$ cat config.mk
export PLATFORM = sky130hd
export DESIGN_NAME = dclk_cfg_ctrl
export DESIGN_NICKNAME = d
export VERILOG_FILES = /design/src/rtl/dclk_cfg_ctrl.sv
export SDC_FILE = /design/constraint.sdc
export NUM_CORES = 1
export LEC_CHECK = 0
export BUFFER_PORTS_ARGS = -buffer_cell sky130_fd_sc_hd__buf_2
export CAP_MARGIN = 40
export CORE_MARGIN = 5
export CORE_UTILIZATION = 51
export CTS_CLUSTER_SIZE = 16
export DETAILED_ROUTE_END_ITERATION = 16
export GPL_TIMING_DRIVEN = 0
export PLACE_DENSITY = 0.71
export SLEW_MARGIN = 20
export SYNTH_ARGS = -nofsm -noshare
export SYNTH_HDL_FRONTEND = slang
export SYNTH_SLANG_ARGS = --single-unit
$ cat constraint.sdc
create_clock -name clk_i -period 2.7 [get_ports clk_i]
set_clock_uncertainty 0.05 [all_clocks]
set_input_delay 0.405 -clock clk_i [delete_from_list [all_inputs] [get_ports clk_i]]
set_output_delay 0.405 -clock clk_i [all_outputs]
set_load 0.03 [all_outputs]
$ cat src/rtl/dclk_cfg_ctrl.sv
// dclk_cfg_ctrl: sequences a glitch-free reconfiguration of the clock divider and
// measures the resulting dclk period.
//   clk_i      system clock (dclk_i is derived from it and sampled as data)
//   rstn_i     async active-low reset
//   cfg_req_i  request, held high until cfg_ack_o
//   cfg_sel_i  requested divider select (latched on accept)
//   cfg_en_i   1 = run divider at cfg_sel_i, 0 = stop divider
//   cfg_ack_o  one-cycle completion pulse
//   cfg_ok_o   result, valid with ack, held until next ack
//   busy_o     high whenever a request is in progress
//   meas_o     last measured dclk period in clk cycles
//   sel_o      divider select
//   en_o       divider enable
//   dclk_i     divided clock from the divider
module dclk_cfg_ctrl #(
    parameter int         CNT_W    = 10,
    parameter int         GATE_CYC = 4,
    parameter int         TIMEOUT  = 1023,
    parameter logic [1:0] RST_SEL  = 2'b00
) (
    input  logic             clk_i,
    input  logic             rstn_i,
    input  logic             cfg_req_i,
    input  logic [1:0]       cfg_sel_i,
    input  logic             cfg_en_i,
    output logic             cfg_ack_o,
    output logic             cfg_ok_o,
    output logic             busy_o,
    output logic [CNT_W-1:0] meas_o,
    output logic [1:0]       sel_o,
    output logic             en_o,
    input  logic             dclk_i
);
    typedef enum logic [2:0] {IDLE, WLOW, GATE, APPLY, SYNC, MEAS, FAIL, DONE} state_t;
    localparam logic [CNT_W-1:0] TOUT      = CNT_W'(TIMEOUT);
    localparam logic [CNT_W-1:0] GATE_LAST = CNT_W'(GATE_CYC - 1);
    state_t           state;
    logic [CNT_W-1:0] timer;
    logic [CNT_W-1:0] cnt;
    logic [CNT_W-1:0] exp_p;
    logic [1:0]       sel_l;
    logic             en_l;
    logic             armed;
    logic             dclk_q;
    logic             rise;
    assign rise   = dclk_i & ~dclk_q;
    // expected period 2^(7-sel): 128, 64, 32, 16
    assign exp_p  = CNT_W'(128) >> sel_o;
    assign busy_o = state != IDLE;
    always_ff @(posedge clk_i or negedge rstn_i) begin
        if (!rstn_i) begin
            state     <= IDLE;
            timer     <= '0;
            cnt       <= '0;
            sel_l     <= RST_SEL;
            en_l      <= 1'b0;
            armed     <= 1'b1;
            dclk_q    <= 1'b0;
            cfg_ack_o <= 1'b0;
            cfg_ok_o  <= 1'b0;
            meas_o    <= '0;
            sel_o     <= RST_SEL;
            en_o      <= 1'b0;
        end else begin
            dclk_q    <= dclk_i;
            cfg_ack_o <= 1'b0;
            timer     <= timer + 1'b1;
            case (state)
                IDLE: if (cfg_req_i && armed) begin
                    sel_l <= cfg_sel_i;
                    en_l  <= cfg_en_i;
                    timer <= '0;
                    state <= en_o ? WLOW : GATE;
                end
                // stop the divider only while dclk is low so no runt pulse escapes
                WLOW: if (!dclk_i) begin
                    en_o  <= 1'b0;
                    timer <= '0;
                    state <= GATE;
                end else if (timer == TOUT) begin
                    timer <= '0;
                    state <= FAIL;
                end
                GATE: if (timer == GATE_LAST) begin
                    timer <= '0;
                    if (en_l) begin
                        state <= APPLY;
                    end else begin
                        cfg_ack_o <= 1'b1;
                        cfg_ok_o  <= 1'b1;
                        armed     <= 1'b0;
                        state     <= DONE;
                    end
                end
                APPLY: begin
                    sel_o <= sel_l;
                    en_o  <= 1'b1;
                    timer <= '0;
                    state <= SYNC;
                end
                SYNC: if (rise) begin
                    cnt   <= CNT_W'(1);
                    timer <= '0;
                    state <= MEAS;
                end else if (timer == TOUT) begin
                    timer <= '0;
                    state <= FAIL;
                end
                MEAS: if (rise) begin
                    meas_o    <= cnt;
                    cfg_ack_o <= 1'b1;
                    cfg_ok_o  <= cnt == exp_p;
                    armed     <= 1'b0;
                    state     <= DONE;
                end else if (timer == TOUT) begin
                    timer <= '0;
                    state <= FAIL;
                end else begin
                    cnt <= &cnt ? cnt : cnt + 1'b1;
                end
                FAIL: begin
                    en_o      <= 1'b0;
                    meas_o    <= '0;
                    cfg_ack_o <= 1'b1;
                    cfg_ok_o  <= 1'b0;
                    armed     <= 1'b0;
                    state     <= DONE;
                end
                DONE: begin
                    timer <= '0;
                    state <= IDLE;
                end
                default: state <= IDLE;
            endcase
            // a held request never retriggers; dropping it re-arms
            if (!cfg_req_i) armed <= 1'b1;
        end
    end
endmodule

=== Word-level counts from Yosys, hierarchy flattened ===
Cells that the tools add are included.

* Register bits: 43
* Input port bits: 7
* Output and inout port bits: 16
* Logic and storage cells: 94

* Add/sub/neg operators: 2
* Eq/ne operators: 23
* Shift-type cells: 1
* Muxes and demuxes: 38
* Bitwise logic cells: 2
* Reduce and logical (&&, ||, !) cells: 16

{| class="wikitable"
|+ Operator list
! operator !! number
|-
| 10-bit two-way mux || 11
|-
| 10-bit one-hot mux with 6 select lines || 1
|-
| 10-bit one-hot mux with 2 select lines || 2
|-
| 3-bit one-hot mux with 8 select lines || 1
|-
| 3-bit two-way mux || 7
|-
| 10-bit by 1-bit adder with 10-bit output, second input constant || 2
|-
| 2-bit != test, second input constant || 9
|-
| 3-bit == test, second input constant || 4
|-
| 1-bit one-hot mux with 3 select lines || 4
|-
| 1-bit two-way mux || 11
|-
| 10-bit == test || 1
|-
| 10-bit == test, second input constant || 1
|-
| 10-bit by 2-bit == test with 1-bit output, second input constant || 1
|-
| 10-bit AND reduction || 1
|-
| 8-bit by 2-bit >> shifter with 10-bit output, first input constant || 1
|-
| 3-bit != test, second input constant || 3
|-
| 3-bit nonzero test || 3
|-
| 2-bit AND reduction || 4
|-
| 4-bit AND reduction || 2
|-
| 3-bit by 2-bit == test with 1-bit output, second input constant || 2
|-
| 5-bit AND reduction || 1
|-
| 4-bit by 1-bit != test with 1-bit output, second input constant || 1
|-
| 2-bit nonzero test || 2
|-
| 3-bit by 1-bit == test with 1-bit output, second input constant || 1
|-
| 6 further kinds || 6
|}

=== Logic depth before layout (Yosys ltp) ===
Gate-level depths: netlist of the first run.

* Depth after elaboration: 5
* Depth in mapped cells: 7
* Mapped depth without buffers: 6

=== Least setup slack after synthesis of the first run ===
No wires, ideal clock.

* Path type: register -> register
* From: reg timer[0]
* To: reg cnt[4]
* Setup time: 123 ps
* Data arrival time: 1747 ps
* Required time: 2527 ps
* Slack: 780 ps
* Stages on the path, launching flop included: 8
* Path buffers: 1
* Period minus slack after synthesis: 1920 ps
* Cells stage by stage: dfrtp_1 -> ha_1 -> and4_1 -> and3_1 -> buf_2 -> nor3_4 -> nand4_1 -> mux2i_1

* Cells in the longest elaborated chain, start to end: 3

{| class="wikitable"
|+ RTL lines
! what !! line !! text
|-
| start, declared || 38 || <nowiki>logic [CNT_W-1:0] timer;</nowiki>
|-
| start signal, assigned || 67 || <nowiki>timer <= timer + 1'b1;</nowiki>
|-
| 10-bit == test || 115 || <nowiki>end else if (timer == TOUT) begin</nowiki>
|-
| 2-bit != test (no source line) || - ||
|-
| 5-bit AND reduction (no source line) || - ||
|-
| end signal, assigned || 119 || <nowiki>cnt <= &cnt ? cnt : cnt + 1'b1;</nowiki>
|-
| end, declared || 39 || <nowiki>logic [CNT_W-1:0] cnt;</nowiki>
|}

Every way passes these cells.
A chain may end at the register's enable or synchronous reset.

=== Final worst setup path of the first run ===
Ends and elaborated chain as after synthesis.

==> results of run 1 <==
[how the worst max path moves through the flow]
stage | endpoint | cells after the start | slack (ns)
final | cnt[4] | 7 | 0.51
after detailed placement | cnt[4] | 7 | 0.52
after floorplan | cnt[4] | 7 | 0.78
after global routing | cnt[4] | 7 | 0.38
after global placement | cnt[4] | 7 | 0.53
after CTS | cnt[4] | 7 | 0.51
[logic make-up after synthesis]
group / count (synthesis)
AO/OA/AOI/OAI: 39
multiplexers: 14
AND/OR/NAND/NOR: 116
adder cells (fa/ha/maj): 3
flip-flops: 43
buffers and inverters: 19
XOR/XNOR: 8
[cells in the mapped netlist (all sizes together) (5+ instances only)]
| cell type | instances | share of area |
|---|---|---|
| and3 | 6 | 0.017 |
| nand2 | 45 | 0.076 |
| mux2i | 9 | 0.040 |
| nor3 | 7 | 0.020 |
| o21ai | 14 | 0.031 |
| nand4 | 6 | 0.017 |
| a21oi | 8 | 0.018 |
| nand3 | 12 | 0.027 |
| dfrtp | 42 | 0.46 |
| xor2 | 6 | 0.023 |
| mux2 | 5 | 0.025 |
| nor2 | 21 | 0.035 |
| clkbuf | 9 | 0.015 |
| inv | 6 | 0.0099 |
[registers in the layout, summed over array words and instances, names as in the netlist, 2 cells and up]
signal  cells
state       3
sel_l       2
meas_o     10
timer      10
sel_o       2
cnt        10
[per-stage QoR]
| step | total power, uW | hold slack [ns] | worst slack (ns) | utilization | cell area, sq um |
|---|---|---|---|---|---|
| 3_3_place_gp | 1920 | 0.439 | 0.533 | 0.565 | 2440 |
| 6_report | 2330 | 0.0107 | 0.508 | 0.591 | 2560 |
| 2_1_floorplan | 1680 | 0.0594 | 0.780 | - | 2270 |
| 5_1_grt | 2520 | 0.0450 | 0.380 | 0.591 | 2560 |
| 4_1_cts | 2360 | 0.0249 | 0.508 | 0.591 | 2560 |
| 3_5_place_dp | 1940 | 0.353 | 0.524 | 0.571 | 2470 |
[layout make-up]
cell class | instances | area (sq um) | share of cell area
plain buffers | 13 | 73.8 | 0.0289
clock buffers | 6 | 82.6 | 0.0323
clock inverters | 1 | 5.00 | 0.00196
inverters | 6 | 22.5 | 0.00881
multi-input cells | 180 | 1090 | 0.427
flip-flops and latches | 43 | 1080 | 0.421
well taps | 52 | 65.1 | 0.0255
repair buffers | 23 | 138 | 0.0538
[metal layers]
layer / up-vias / track usage
li1: 907 / -
met1: 856 / 0.236
met2: 26 / 0.267
met3: 6 / 0.0410
met4: 0 / 0.0524
met5: - / 0
[worst max-delay path: stages (launching register included)]
cell                      delay, ns
sky130_fd_sc_hd__dfrtp_1       0.43
sky130_fd_sc_hd__ha_1          0.27
sky130_fd_sc_hd__and4_1        0.25
sky130_fd_sc_hd__and3_1        0.18
sky130_fd_sc_hd__buf_2         0.18
sky130_fd_sc_hd__nor3_4        0.38
sky130_fd_sc_hd__nand4_1       0.18
sky130_fd_sc_hd__mux2i_1       0.20
[report_power, final]
group          internal, uW  total (uW)  switching (uW)
Combinational           370         968             597
Sequential              809         953             144
Clock                   201         415             214
Total                  1380        2330             955
==> results.rst, run 1 <==
.. list-table::
   :header-rows: 1

   * - Metric
     - Value
   * - Fraction of the mapped netlist area in compound gates
     - 0.117
   * - Hold buffer count at CTS
     - 0
   * - Buffers on Ports
     - 22
   * - Parity-gate share of the synthesized area counting xor and xnor cells
     - 0.0309
   * - Crit Reg-Reg Endpoint
     - cnt[4]
   * - Initial antenna violation count
     - 0
   * - Fillers
     - 409
   * - Flops & latches, synth
     - 43
   * - Starting utilization of the core area
     - 0.524
   * - Number of vias per cell
     - 5.54
   * - Vert. Die Dim
     - 76.7 microns
   * - Wire length of the first global-routing pass
     - between 8000 and 9000 microns
   * - Iter 0 DRT Violations
     - roughly 160
   * - Arrival time of the worst setup path
     - 2.36 ns
   * - Top sig layer
     - met4
   * - TritonCTS clock tree
     - yes
   * - Iteration count of the initial detailed-routing pass
     - 4
   * - Highest clock rate
     - 456 MHz
   * - Growth of design area from synthesis to finish
     - 12.8%
   * - Layout Cells excl Fill
     - about 320
   * - Number of buffers inserted by post-CTS setup repair
     - 0
   * - Worst VDD drop
     - 0.500 mV
   * - Result of the run
     - finished clean
   * - Transition time of the tightest slew-check pin
     - 0.516 ns
   * - Period utilization
     - 0.812
   * - Reported leakage power
     - 0.00118 uW
   * - Post-route DRC
     - 0
   * - Synth Cell Area
     - 2270 sq um
   * - Async S/R FF share, synth
     - 1.00
   * - Detailed placer's ending HPWL
     - ~3300 microns
   * - Maximum number of pins on one net before global-route repair
     - 24
   * - Top library cells by usage in the layout, fill and taps aside
     - 44 x sky130_fd_sc_hd__nand2_1, 42 x sky130_fd_sc_hd__dfrtp_1, 23 x sky130_fd_sc_hd__buf_2, 21 x sky130_fd_sc_hd__nor2_1, 14 x sky130_fd_sc_hd__o21ai_0
   * - Cell area power density
     - 913 nW/um^2
   * - Total instance count after detailed placement
     - 317
   * - Post-synthesis instance total
     - 242
   * - Max-slew headroom at the worst pin
     - 0.652
   * - Number of resized instances in the post-cts repair step
     - 0
   * - Number of clock sinks
     - 43
   * - Area of the die
     - 5880 sq um
   * - Detail Route met2 WL
     - about 2200 microns
   * - Clk buf depth
     - 2
   * - RSZ-0062 raised after global routing
     - no
   * - CTS H-tree depth
     - 2
   * - Share of synthesized area occupied by flip-flops and latches
     - 0.475
   * - Post-synth EDFFs
     - 0
   * - Max-cap check violation count
     - 0
   * - Final slew viol count
     - 0
   * - Setup CP Type
     - flip-flop to flip-flop
   * - Number of placement rows
     - 24
   * - Num ports
     - 23
   * - All-Layer GR Usage
     - 0.171
   * - Per-instance average area after synthesis
     - 9.36 sq um
   * - Inserted Clock Buffers
     - 5
   * - Routability-driven placement congestion ratio
     - approximately 0.81
   * - Overflow left after global routing
     - 0
   * - Data required time at the worst endpoint
     - 2.86 ns
   * - Setup slack, reg-to-reg
     - slightly above 0.5 ns
   * - Post-synth net total
     - 252
   * - Setup TNS
     - 0 ns
   * - Worst R2R Path Depth
     - 7
   * - Vias
     - 1795
   * - Number of routed nets with antenna violations
     - 0
   * - Setup-failing EPs final
     - 0
   * - Die X-Extent
     - 76.7 microns
   * - Vias in the first global route
     - 1738
   * - Clock edge transition at the registers on the reported setup and hold paths
     - approximately 0.080 ns
   * - Most common library cell in the layout ignoring fill and taps
     - sky130_fd_sc_hd__nand2_1
   * - Path class of the lowest-slack min-delay path
     - primary input to asynchronous set/reset pin
   * - Layout cells sized above 1
     - 0.184
   * - Largest driver fanout on the critical path
     - 9
   * - Commonest register cell after synthesis
     - sky130_fd_sc_hd__dfrtp_1
   * - Drt total wl
     - 4690 microns
   * - Later-pin clock latency in the skew report
     - 0.30 ns
   * - CTS Root Cell
     - sky130_fd_sc_hd__clkbuf_8
   * - Net total in the final layout
     - 282
   * - Wire length on met1
     - 2250 microns
   * - Wire length per cell after detailed routing
     - 14.5 microns
   * - Hold Vio Cnt, Final
     - 0
   * - Adder-cell share of the synthesized area
     - 0.0166
   * - Startpoint of the worst setup timing path
     - timer[0]
   * - Worst flop-to-flop path startpoint
     - timer[0]
   * - Detail Route met3 WL
     - 163 microns
   * - CP Launch Type
     - flip-flop
   * - Element type at the critical path end
     - flip-flop
   * - Yosys cell types
     - 46
   * - Main combinational cell family by area after synthesis
     - simple AND/OR/NAND/NOR gates
   * - Period minus WS final
     - 2.19 ns
   * - Area of the core
     - between 4000 and 5000 sq um
   * - Diodes inserted
     - 0
   * - Syn. warnings
     - 0
   * - Simple-gate share of the synthesized area
     - 0.253
   * - Proportion of synthesized area in mux cells
     - 0.0646
No activity file was read; power rests on OpenSTA's default activity.
==> run 2, diff against run 1 <==
Settings changed: PLACE_DENSITY 0.71 to 0.73.
Clock period 2.7 ns to 1.9 ns, I/O delays scaled along.
==> run 2 against run 1 <==
  * Total power is 57% higher
  * Count of clock-buffer cells in the layout is 1 lower
  * Sequential share of layout area is 3.0 points lower
  * Critical endpoint is now cnt[5]
==> results.rst, run 2 (same netlist as run 1, synthesis figures left out) <==
.. list-table::
   :header-rows: 1

   * - Metric
     - Value
   * - Result of the run
     - finished clean (unchanged)
   * - Initial antenna violation count
     - 0 (unchanged)
   * - Multi-input logic area
     - 1130 sq um (was 1090 sq um)
   * - Setup TNS
     - 0 ns (unchanged)
   * - RSZ-0062 raised after global routing
     - yes (was no)
   * - Clock edge transition at the registers on the reported setup and hold paths
     - 0.09 ns (was 0.08 ns)
   * - CP Launch Type
     - flip-flop (unchanged)
   * - Final slew viol count
     - 0 (unchanged)
   * - Layout cells sized above 1
     - 0.266 (was 0.184)
   * - Period utilization
     - 0.992 (was 0.812)
   * - All-Layer GR Usage
     - 0.185 (was 0.171)
   * - Transition time of the tightest slew-check pin
     - 0.534 ns (was 0.516 ns)
   * - Core occupancy in the finished layout
     - 0.637 (was 0.591)
   * - TritonCTS clock tree
     - yes (unchanged)
   * - Number of placement rows
     - 24 (unchanged)
   * - Detailed placer's ending HPWL
     - 3350 microns (was 3270 microns)
   * - Worst path max stage delay
     - 0.51 ns (was 0.43 ns)
   * - Buffers on Ports
     - 22 (unchanged)
   * - Clk buf depth
     - 2 (unchanged)
   * - Growth of design area from synthesis to finish
     - 21.5% (was 12.8%)
   * - Starting utilization of the core area
     - 0.524 (unchanged)
   * - Worst VDD drop
     - 1.06 mV (was 0.500 mV)
   * - Most common library cell in the layout ignoring fill and taps
     - sky130_fd_sc_hd__nand2_1 (unchanged)
   * - Inserted Clock Buffers
     - 5 (unchanged)
   * - Area of the core
     - 4320 sq um (unchanged)
   * - Iteration count of the initial detailed-routing pass
     - 4 (unchanged)
   * - Drt total wl
     - 5120 microns (was 4690 microns)
   * - Path class of the lowest-slack min-delay path
     - primary input to flip-flop (was primary input to asynchronous set/reset pin)
   * - Net total in the final layout
     - 299 (was 282)
   * - Largest driver fanout on the critical path
     - 4 (was 9)
   * - Fillers
     - 370 (was 409)
   * - Delay-heaviest family, CP
     - simple AND/OR/NAND/NOR gates (unchanged)
   * - Setup slack, reg-to-reg
     - 0.02 ns (was 0.51 ns)
   * - Iter 0 DRT Violations
     - 139 (was 159)
   * - Number of clock sinks
     - 43 (unchanged)
   * - Max-cap check violation count
     - 0 (unchanged)
   * - CTS Root Cell
     - sky130_fd_sc_hd__clkbuf_8 (unchanged)
   * - Wire length of the first global-routing pass
     - 9030 microns (was 8180 microns)
   * - Post-placement cell area
     - 2470 sq um (unchanged)
   * - Overflow left after global routing
     - 0 (unchanged)
   * - Element type at the critical path end
     - flip-flop (unchanged)
   * - Area of the die
     - 5880 sq um (unchanged)
   * - Number of vias per cell
     - 5.72 (was 5.54)
   * - Setup CP Type
     - flip-flop to flip-flop (unchanged)
   * - CP max-delay cell
     - sky130_fd_sc_hd__or4_1 (was sky130_fd_sc_hd__dfrtp_1)
   * - Total non-filler cell area in the finished layout
     - 2750 sq um (was 2560 sq um)
   * - Routability-driven placement congestion ratio
     - 0.799 (was 0.806)
   * - Number of routed nets with antenna violations
     - 0 (unchanged)
   * - Die X-Extent
     - 76.7 microns (unchanged)
   * - Cell area power density
     - 1330 nW/um^2 (was 913 nW/um^2)
   * - Top library cells by usage in the layout, fill and taps aside
     - 44 x sky130_fd_sc_hd__nand2_1, 42 x sky130_fd_sc_hd__dfrtp_1, 22 x sky130_fd_sc_hd__buf_2, 21 x sky130_fd_sc_hd__nor2_1, 16 x sky130_fd_sc_hd__buf_4 (was 44 x sky130_fd_sc_hd__nand2_1, 42 x sky130_fd_sc_hd__dfrtp_1, 23 x sky130_fd_sc_hd__buf_2, 21 x sky130_fd_sc_hd__nor2_1, 14 x sky130_fd_sc_hd__o21ai_0)
   * - Later-pin clock latency in the skew report
     - 0.30 ns (about the same)
   * - Largest registers
     - cnt: 10 flops, meas_o: 10 flops, timer: 10 flops (unchanged)
   * - Setup-failing EPs final
     - 0 (unchanged)
   * - Reported leakage power
     - 0.00127 uW (was 0.00118 uW)
   * - Wire length per cell after detailed routing
     - 15.0 microns (was 14.5 microns)
   * - Sequential cell area
     - 1080 sq um (unchanged)
   * - Post-route DRC
     - 0 (unchanged)
   * - Arrival time of the worst setup path
     - 2.07 ns (was 2.36 ns)
   * - Vert. Die Dim
     - 76.7 microns (unchanged)
   * - Highest clock rate
     - 531 MHz (was 456 MHz)
   * - Num ports
     - 23 (unchanged)
   * - Total power consumption of the routed design
     - 3660 uW (was 2330 uW)
   * - Maximum number of pins on one net before global-route repair
     - 24 (unchanged)
   * - Period minus WS final
     - 1.88 ns (was 2.19 ns)
   * - Hold Vio Cnt, Final
     - 0 (unchanged)
   * - CTS H-tree depth
     - 2 (unchanged)
   * - Vias
     - 1956 (was 1795)
   * - Max-slew headroom at the worst pin
     - 0.644 (was 0.652)
   * - Buf/Inv on CP
     - 0 (was 1)
   * - Data required time at the worst endpoint
     - 2.08 ns (was 2.86 ns)
   * - Diodes inserted
     - 0 (unchanged)
   * - Critical-path cell list
     - ha_2, and3_4, and4_4, or2_4, or4_1, nand3_1 (was ha_1, and4_1, and3_1, buf_2, nor3_4, nand4_1, mux2i_1)
   * - Vias in the first global route
     - 1935 (was 1738)
## run 2: cell count changes in the layout (fill, tap and decap cells not counted), moves of 2 or more
cell / previous run / this run
sky130_fd_sc_hd__buf_4: 0 / 16
sky130_fd_sc_hd__and3_1: 5 / 3
sky130_fd_sc_hd__and3_4: 0 / 2
sky130_fd_sc_hd__ha_1: 3 / 1
sky130_fd_sc_hd__ha_2: 0 / 2
## run 2: worst reg2reg max path, stage by stage, from the launching register on
cell and delay [ns]:
sky130_fd_sc_hd__dfrtp_1 0.39, sky130_fd_sc_hd__ha_2 0.19, sky130_fd_sc_hd__and3_4 0.17, sky130_fd_sc_hd__and4_4 0.18, sky130_fd_sc_hd__or2_4 0.25, sky130_fd_sc_hd__or4_1 0.51, sky130_fd_sc_hd__nand3_1 0.08
## run 2: through the flow
step           std cells  setup WS, ns  hold slack (ns)
3_5_place_dp         317        -0.200            0.242
5_1_grt              342       -0.0254            0.113
3_3_place_gp         316        -0.172            0.417
4_1_cts              334      0.000803            0.114
6_report             342        0.0153            0.113
2_1_floorplan        242        0.0108          -0.0606
## run 2: where the power goes
group          switching [uW]  total (uW)  internal (uW)  leakage, uW
sequential                193        1340           1150     0.000566
combinational             912        1580            670     0.000649
clock                     340         732            392    0.0000581
## run 2: layout make-up
class	instances	area share
tap	52	0.0236
clock inverter	3	0.0159
clock buffer	5	0.0250
inverter	6	0.00818
multi-input combinational	180	0.409
timing repair buffer	41	0.101
buffer	12	0.0254
sequential	43	0.391
## run 2: final timing paths
path	start	to	cells after the start
max	cnt[0]	cnt[5]	6
min	dclk_i	dclk_q	1
max reg2reg	cnt[0]	cnt[5]	6
min reg2reg	sel_l[0]	sel_o[0]	1
max in group asynchronous	rstn_i	state[0]	3
min in group asynchronous	rstn_i	meas_o[3]	2
## run 2: what timing repair did
| item | CTS | global route |
|---|---|---|
| hold buffers | 1 | 0 |
| resized for setup | 5 | 9 |
| pin swaps | 8 | 5 |
| endpoints found under the hold margin | 19 | 0 |
| endpoints found under the setup margin | 19 | 19 |
| buffers inserted | 9 | 8 |
## run 2: metal layers
metal | vias to the layer above | wire length [microns] | GRT usage
li1 | 938 | - | -
met1 | 965 | 2300 | 0.243
met2 | 47 | 2580 | 0.308
met3 | 6 | 205 | 0.0422
met4 | 0 | 40 | 0.0455
met5 | - | 0 | 0
